## config.mk

```make
export PLATFORM = sky130hd
export DESIGN_NAME = mac_stream_acc
export DESIGN_NICKNAME = d
export VERILOG_FILES = /design/src/rtl/mac_stream_acc.sv
export SDC_FILE = /design/constraint.sdc
export NUM_CORES = 2
export LEC_CHECK = 0
export CAP_MARGIN = 20
export CORE_ASPECT_RATIO = 1.2
export CORE_MARGIN = 2
export CORE_UTILIZATION = 30
export DETAILED_ROUTE_END_ITERATION = 8
export SETUP_SLACK_MARGIN = 0.3
export SYNTH_ARGS = -nofsm -noshare
export SYNTH_HDL_FRONTEND = slang
export SYNTH_SLANG_ARGS = --single-unit
```

## constraint.sdc

```tcl
create_clock -name clk -period 21.5 [get_ports clk]
set_input_delay 6.45 -clock clk [delete_from_list [all_inputs] [get_ports clk]]
set_output_delay 6.45 -clock clk [all_outputs]
set_load 0.02 [all_outputs]
```

## src/rtl/mac_stream_acc.sv

```systemverilog
// mac_stream_acc: streaming packed-lane integer dot product with bias, saturating accumulate and valid/ready I/O
module mac_stream_acc #(
   parameter int DW    = 16,
   parameter int ACCW  = 32,
   parameter int LEN_W = 8
) (
   input  logic             clk,
   input  logic             rst,
   input  logic             start,
   input  logic [2:0]       mode,
   input  logic [LEN_W-1:0] len,
   input  logic [ACCW-1:0]  bias,
   input  logic             in_valid,
   output logic             in_ready,
   input  logic [DW-1:0]    value,
   input  logic [DW-1:0]    weight,
   output logic             out_valid,
   input  logic             out_ready,
   output logic [ACCW-1:0]  result,
   output logic             ovf,
   output logic             busy,
   output logic             err
);
   typedef enum logic [1:0] {IDLE, RUN, DRAIN, DONE} state_t;
   state_t state;
   logic [2:0] mode_r;
   logic [LEN_W-1:0] len_r, cnt, cnt_inc;
   logic [ACCW-1:0] acc, s1_sum, prod_sum, acc_next;
   logic [ACCW:0] sum_x;
   logic s1_v, s2_v, accept, last, bad, sat;
   always_comb begin
      prod_sum = '0;
      for (int s = 0; s < DW/16; s++) begin
         if (mode_r[0])
            for (int k = 0; k < 4; k++)
               prod_sum = prod_sum + ACCW'($signed(value[s*16+k*4 +: 4]) * $signed(weight[s*16+k*4 +: 4]));
         if (mode_r[1])
            for (int k = 0; k < 2; k++)
               prod_sum = prod_sum + ACCW'($signed(value[s*16+k*8 +: 8]) * $signed(weight[s*16+k*8 +: 8]));
         if (mode_r[2])
            prod_sum = prod_sum + ACCW'($signed(value[s*16 +: 16]) * $signed(weight[s*16 +: 16]));
      end
   end
   assign sum_x    = {acc[ACCW-1], acc} + {s1_sum[ACCW-1], s1_sum};
   assign sat      = sum_x[ACCW] != sum_x[ACCW-1];
   assign acc_next = !sat ? sum_x[ACCW-1:0] : sum_x[ACCW] ? {1'b1, {(ACCW-1){1'b0}}} : {1'b0, {(ACCW-1){1'b1}}};
   assign cnt_inc  = cnt + 1'b1;
   assign accept   = in_valid && in_ready;
   assign last     = accept && cnt_inc == len_r;
   assign bad      = !(mode == 3'b001 || mode == 3'b010 || mode == 3'b100) || len == '0;
   assign busy     = state != IDLE;
   always_ff @(posedge clk) begin
      if (rst) begin
         state     <= IDLE;
         mode_r    <= '0;
         len_r     <= '0;
         cnt       <= '0;
         acc       <= '0;
         s1_sum    <= '0;
         s1_v      <= 1'b0;
         s2_v      <= 1'b0;
         in_ready  <= 1'b0;
         out_valid <= 1'b0;
         result    <= '0;
         ovf       <= 1'b0;
         err       <= 1'b0;
      end else begin
         err  <= state == IDLE && start && bad;
         s1_v <= accept;
         s2_v <= s1_v;
         if (accept) begin
            s1_sum   <= prod_sum;
            cnt      <= cnt_inc;
            in_ready <= cnt_inc != len_r;
         end
         if (s1_v) begin
            acc <= acc_next;
            ovf <= ovf | sat;
         end
         case (state)
            IDLE: if (start && !bad) begin
               mode_r   <= mode;
               len_r    <= len;
               acc      <= bias;
               cnt      <= '0;
               ovf      <= 1'b0;
               in_ready <= 1'b1;
               state    <= RUN;
            end
            RUN: if (last) state <= DRAIN;
            DRAIN: if (!s1_v && !s2_v) begin
               state     <= DONE;
               out_valid <= 1'b1;
               result    <= acc;
            end
            DONE: if (out_ready) begin
               out_valid <= 1'b0;
               state     <= IDLE;
            end
            default: state <= IDLE;
         endcase
      end
   end
endmodule

```

==> impl.org <==
** Detailed routing
- 1st-iter DRT viols :: 1,157
- Pre-antenna DRT Iters :: 5
- Total DRC errors in the routed layout :: 0
- The routed design uses 4180 µm of met3 wire.
- Routed wire per std cell :: 17.6 µm
- Highest routed metal layer :: met5
- Wire length on met1 :: 32,200 µm
- Overall routed net length :: 73,300 µm
- Vias per Instance :: 4.76
- Count of antenna-violating nets left after detailed routing :: 0
- Summed over all nets, wire length on met2 after detailed routing comes to 34,500 µm.
- Detailed routing inserted a total of 19,900 vias.

** Final layout
- Synthesis-to-finish area growth :: 11.7%
- Share of final-layout standard cells stronger than drive strength 1 :: 0.0386
- Number of inserted diodes :: 0
- Number of nets in the layout :: 3,819

** Floorplan
- Vertical die dimension :: 326 µm
- Row generation in the floorplan step produced 118 rows.
- Width of the chip :: 272 µm
- The total area inside the core boundary comes to 85,900 µm².
- 117 I/O pins were placed.
- Total die area :: 88,800 µm²
- Initial Utilization :: 0.302

** Clock tree
- After clock tree synthesis, the clock-pin slew on the worst setup and hold paths is 0.06 ns.
- Counting the buffers created by CTS gives 17.
- Number of H-tree levels :: 4
- CTS placed an instance of sky130_fd_sc_hd__clkbuf_16 at the clock tree root.
- Clock latency of the later-clocked register in the worst-skew pair :: 0.43 ns
- Setup bufs post-CTS :: 0
- Once the clock tree was built, the resizer swapped 0 gates to a different size.
- Total clock sinks :: 123
- No sink is reached through more buffers than the 2 on the longest clock path.
- In this run, post-CTS hold repair placed 0 buffers.
- Clock tree from TritonCTS :: done

** Hold path
- Class of the tightest hold or removal check :: flip-flop to flip-flop
- Number of cells on the worst hold path :: 2

** Worst setup path
- The worst setup path is of the input pin to flip-flop kind.
- The cell that appears most often on the critical path is sky130_fd_sc_hd__fa_1.
- Cell count of the worst reg-to-reg path :: 29
- CP top delay family :: adder cells
- For this run, the slowest stage of the critical path takes 1.16 ns.
- In this run the worst path has a maximum fanout of 18.
- Number of cells on the critical path :: 46
- STA classifies the critical path endpoint as a flip-flop.
- STA classifies the critical path startpoint as an input pin.
- The number of buffers and inverters on the critical path is 9.
- The slowest stage of the critical path is the sky130_fd_sc_hd__clkdlybuf4s50_1 cell.
- At the worst endpoint, the required time is 21.84 ns.
- STA puts the critical path data arrival time at 20.20 ns.

** Job
- Across the run, the number of max-cap violations was 0.

** Place
- Summed over all nets, the half-perimeter wirelength after detailed placement is 62,200 µm.
- Global placement routability congestion :: 0.900
- The count of buffers added on input and output ports is 116.

** Yosys
- Post-Synth Adder-Cell Area :: 0.485
- After synthesis, the share of cell area in mux cells is 0.00569.
- Number of instances in the synthesized netlist :: 2,957
- Synthesis inferred 123 register bits.
- In the post-synthesis netlist, the biggest area contributors are sky130_fd_sc_hd__fa_1 37%, sky130_fd_sc_hd__ha_1 12%, sky130_fd_sc_hd__dfxtp_1 9.5%, sky130_fd_sc_hd__inv_1 9.3%, sky130_fd_sc_hd__nand2_1 4.9%.
- After synthesis, the mean cell area works out to 8.77 µm².
- Most used flip-flop cell after synthesis :: sky130_fd_sc_hd__dfxtp_1
- Of the total synthesized cell area, the portion taken by XOR and XNOR cells is 0.0464.
- Number of enable-type register cells in the synthesized netlist :: 0
- Share of the synthesized area in compound gates (AO/OA/AOI/OAI) :: 0.125
- Cell taking the most area after synthesis :: sky130_fd_sc_hd__fa_1
- Sequential element share of the synthesized area :: 0.0949
- Most common cell in the netlist :: sky130_fd_sc_hd__inv_1
- Of the total synthesized cell area, the portion taken by AND, OR, NAND and NOR gates is 0.134.
- Async SR Flop Fraction :: 0
- When the netlist entered floorplanning its net count stood at 3,756.
- The netlist uses 87 different library cells.
- Dominant combinational cell family by area after synthesis :: adder cells
- Fraction of post-synthesis cell area in the top cell type by area :: 0.367
- The Yosys step of the flow raised 0 warnings.
- Post-synthesis instance area :: 25,900 µm²
- Leading cell types by count after synthesis :: 641 x sky130_fd_sc_hd__inv_1, 475 x sky130_fd_sc_hd__fa_1, 338 x sky130_fd_sc_hd__nand2_1

** STA
- Worst-Margin Slew :: 1.05 ns
- Clock skew after layout :: 0.00974 ns
- Pins Over Slew Limit :: 0
- Upper clock frequency limit :: 0.0503 GHz
- Number of hold violations in the final report :: 0
- Setup repair after global routing left no endpoint under its margin.
- Crit share post-route :: 0.924
- For the final routed database, the setup TNS stands at 0 ns.
- In this run the tightest slew margin relative to its limit is 0.296.
- Minimum clock period :: 19.87 ns
- Setup violators final :: 0

** Global routing
- The initial antenna violation count is 2.
- Global-route wire length before repair :: 117,000 µm
- Largest net degree at the start of global routing :: 56
- The via count of the first global-routing pass was 20,500.
- In the global route stage, overall resource usage came out at 0.168.
- GRT Residual Overflow :: 0

** Outcome
- Result of the run :: finished, final reports clean
==> sequential cells by signal, indices dropped and copies added (netlist names) <==
signal / count
s1_v: 1
state: 2
acc: 32
len_r: 8
mode_r: 3
s2_v: 1
s1_sum: 32
out_valid: 1
result: 32
cnt: 8
ovf: 1
in_ready: 1
err: 1
==> cell type report <==
cell class / count / area (µm²)
clock buffers: 18 / 429
clock inverters: 14 / 156
fillers: 9012 / 57000
inverters: 643 / 2410
multi-input cells: 2088 / 20700
flip-flops and latches: 123 / 2460
well taps: 1140 / 1430
repair buffers: 147 / 1430
==> logic make-up after synthesis <==
family,count (synthesis)
compound gates,483
xor+xnor,135
simple gates,736
flops,123
buf+inv,746
mux,14
fa+ha+maj,720
==> path summary, 6_finish.rpt <==
| path | slack [ns] | endpoint | startpoint |
|---|---|---|---|
| setup / recovery | 1.63 | s1_sum[30] | value[3] |
| hold / removal | 0.45 | result[10] | result[10] |
| setup reg to reg | 12.75 | s1_sum[30] | mode_r[0] |
| hold reg to reg | 0.45 | result[10] | result[10] |
==> layout by cell type (no fill, tap or decap), types with 8 or more instances in the layout <==
| cell | n |
|---|---|
| sky130_fd_sc_hd__o21a_1 | 19 |
| sky130_fd_sc_hd__nand2b_1 | 33 |
| sky130_fd_sc_hd__nor3_1 | 28 |
| sky130_fd_sc_hd__buf_4 | 30 |
| sky130_fd_sc_hd__or3_1 | 13 |
| sky130_fd_sc_hd__inv_1 | 641 |
| sky130_fd_sc_hd__fa_1 | 475 |
| sky130_fd_sc_hd__a221oi_2 | 9 |
| sky130_fd_sc_hd__a21oi_1 | 159 |
| sky130_fd_sc_hd__a211oi_1 | 28 |
| sky130_fd_sc_hd__o21ai_0 | 77 |
| sky130_fd_sc_hd__ha_1 | 244 |
| sky130_fd_sc_hd__o211ai_1 | 20 |
| sky130_fd_sc_hd__dfxtp_1 | 123 |
| sky130_fd_sc_hd__xnor2_1 | 102 |
| sky130_fd_sc_hd__nand2_1 | 338 |
| sky130_fd_sc_hd__clkbuf_16 | 18 |
| sky130_fd_sc_hd__a311oi_1 | 8 |
| sky130_fd_sc_hd__o21bai_1 | 21 |
| sky130_fd_sc_hd__nor4_1 | 9 |
| sky130_fd_sc_hd__and3_1 | 9 |
| sky130_fd_sc_hd__nor2_1 | 97 |
| sky130_fd_sc_hd__nor2b_1 | 13 |
| sky130_fd_sc_hd__a31oi_1 | 19 |
| sky130_fd_sc_hd__nand3_1 | 27 |
| sky130_fd_sc_hd__mux2i_1 | 10 |
| sky130_fd_sc_hd__nand4_1 | 13 |
| sky130_fd_sc_hd__clkdlybuf4s50_1 | 115 |
| sky130_fd_sc_hd__and2_1 | 126 |
| sky130_fd_sc_hd__o21ai_1 | 14 |
| sky130_fd_sc_hd__a21o_1 | 36 |
| sky130_fd_sc_hd__xor2_1 | 31 |
==> stage by stage <==
| step | worst slack, ns | cells | util | hold WS (ns) | instance area [µm²] |
|---|---|---|---|---|---|
| finish | 1.63 | 4173 | 0.337 | 0.452 | 29000 |
| global route | 0.729 | 4173 | 0.337 | 0.471 | 29000 |
| CTS | 1.67 | 4171 | 0.337 | 0.456 | 28900 |
| detailed placement | 1.24 | 4139 | 0.330 | 0.447 | 28300 |
| global placement | 1.47 | 4139 | 0.330 | 0.444 | 28300 |
| floorplan | 3.47 | 2957 | - | 0.436 | 25900 |
==> metal layers <==
layer  GRT usage  up-vias
met3      0.0268       90
met1       0.226     9871
li1            -     9416
met5           0        -
met2       0.275      501
met4      0.0557        4
==> tightest hold or removal path: cells and delay by family, from the launching register on <==
kind,cells,cell delay (ns)
simple gates,1,0.05
compound gates,1,0.05
flops,1,0.31
Power is not shown: default switching activity piles up to over one toggle a cycle in this logic, so the estimate is an artifact.
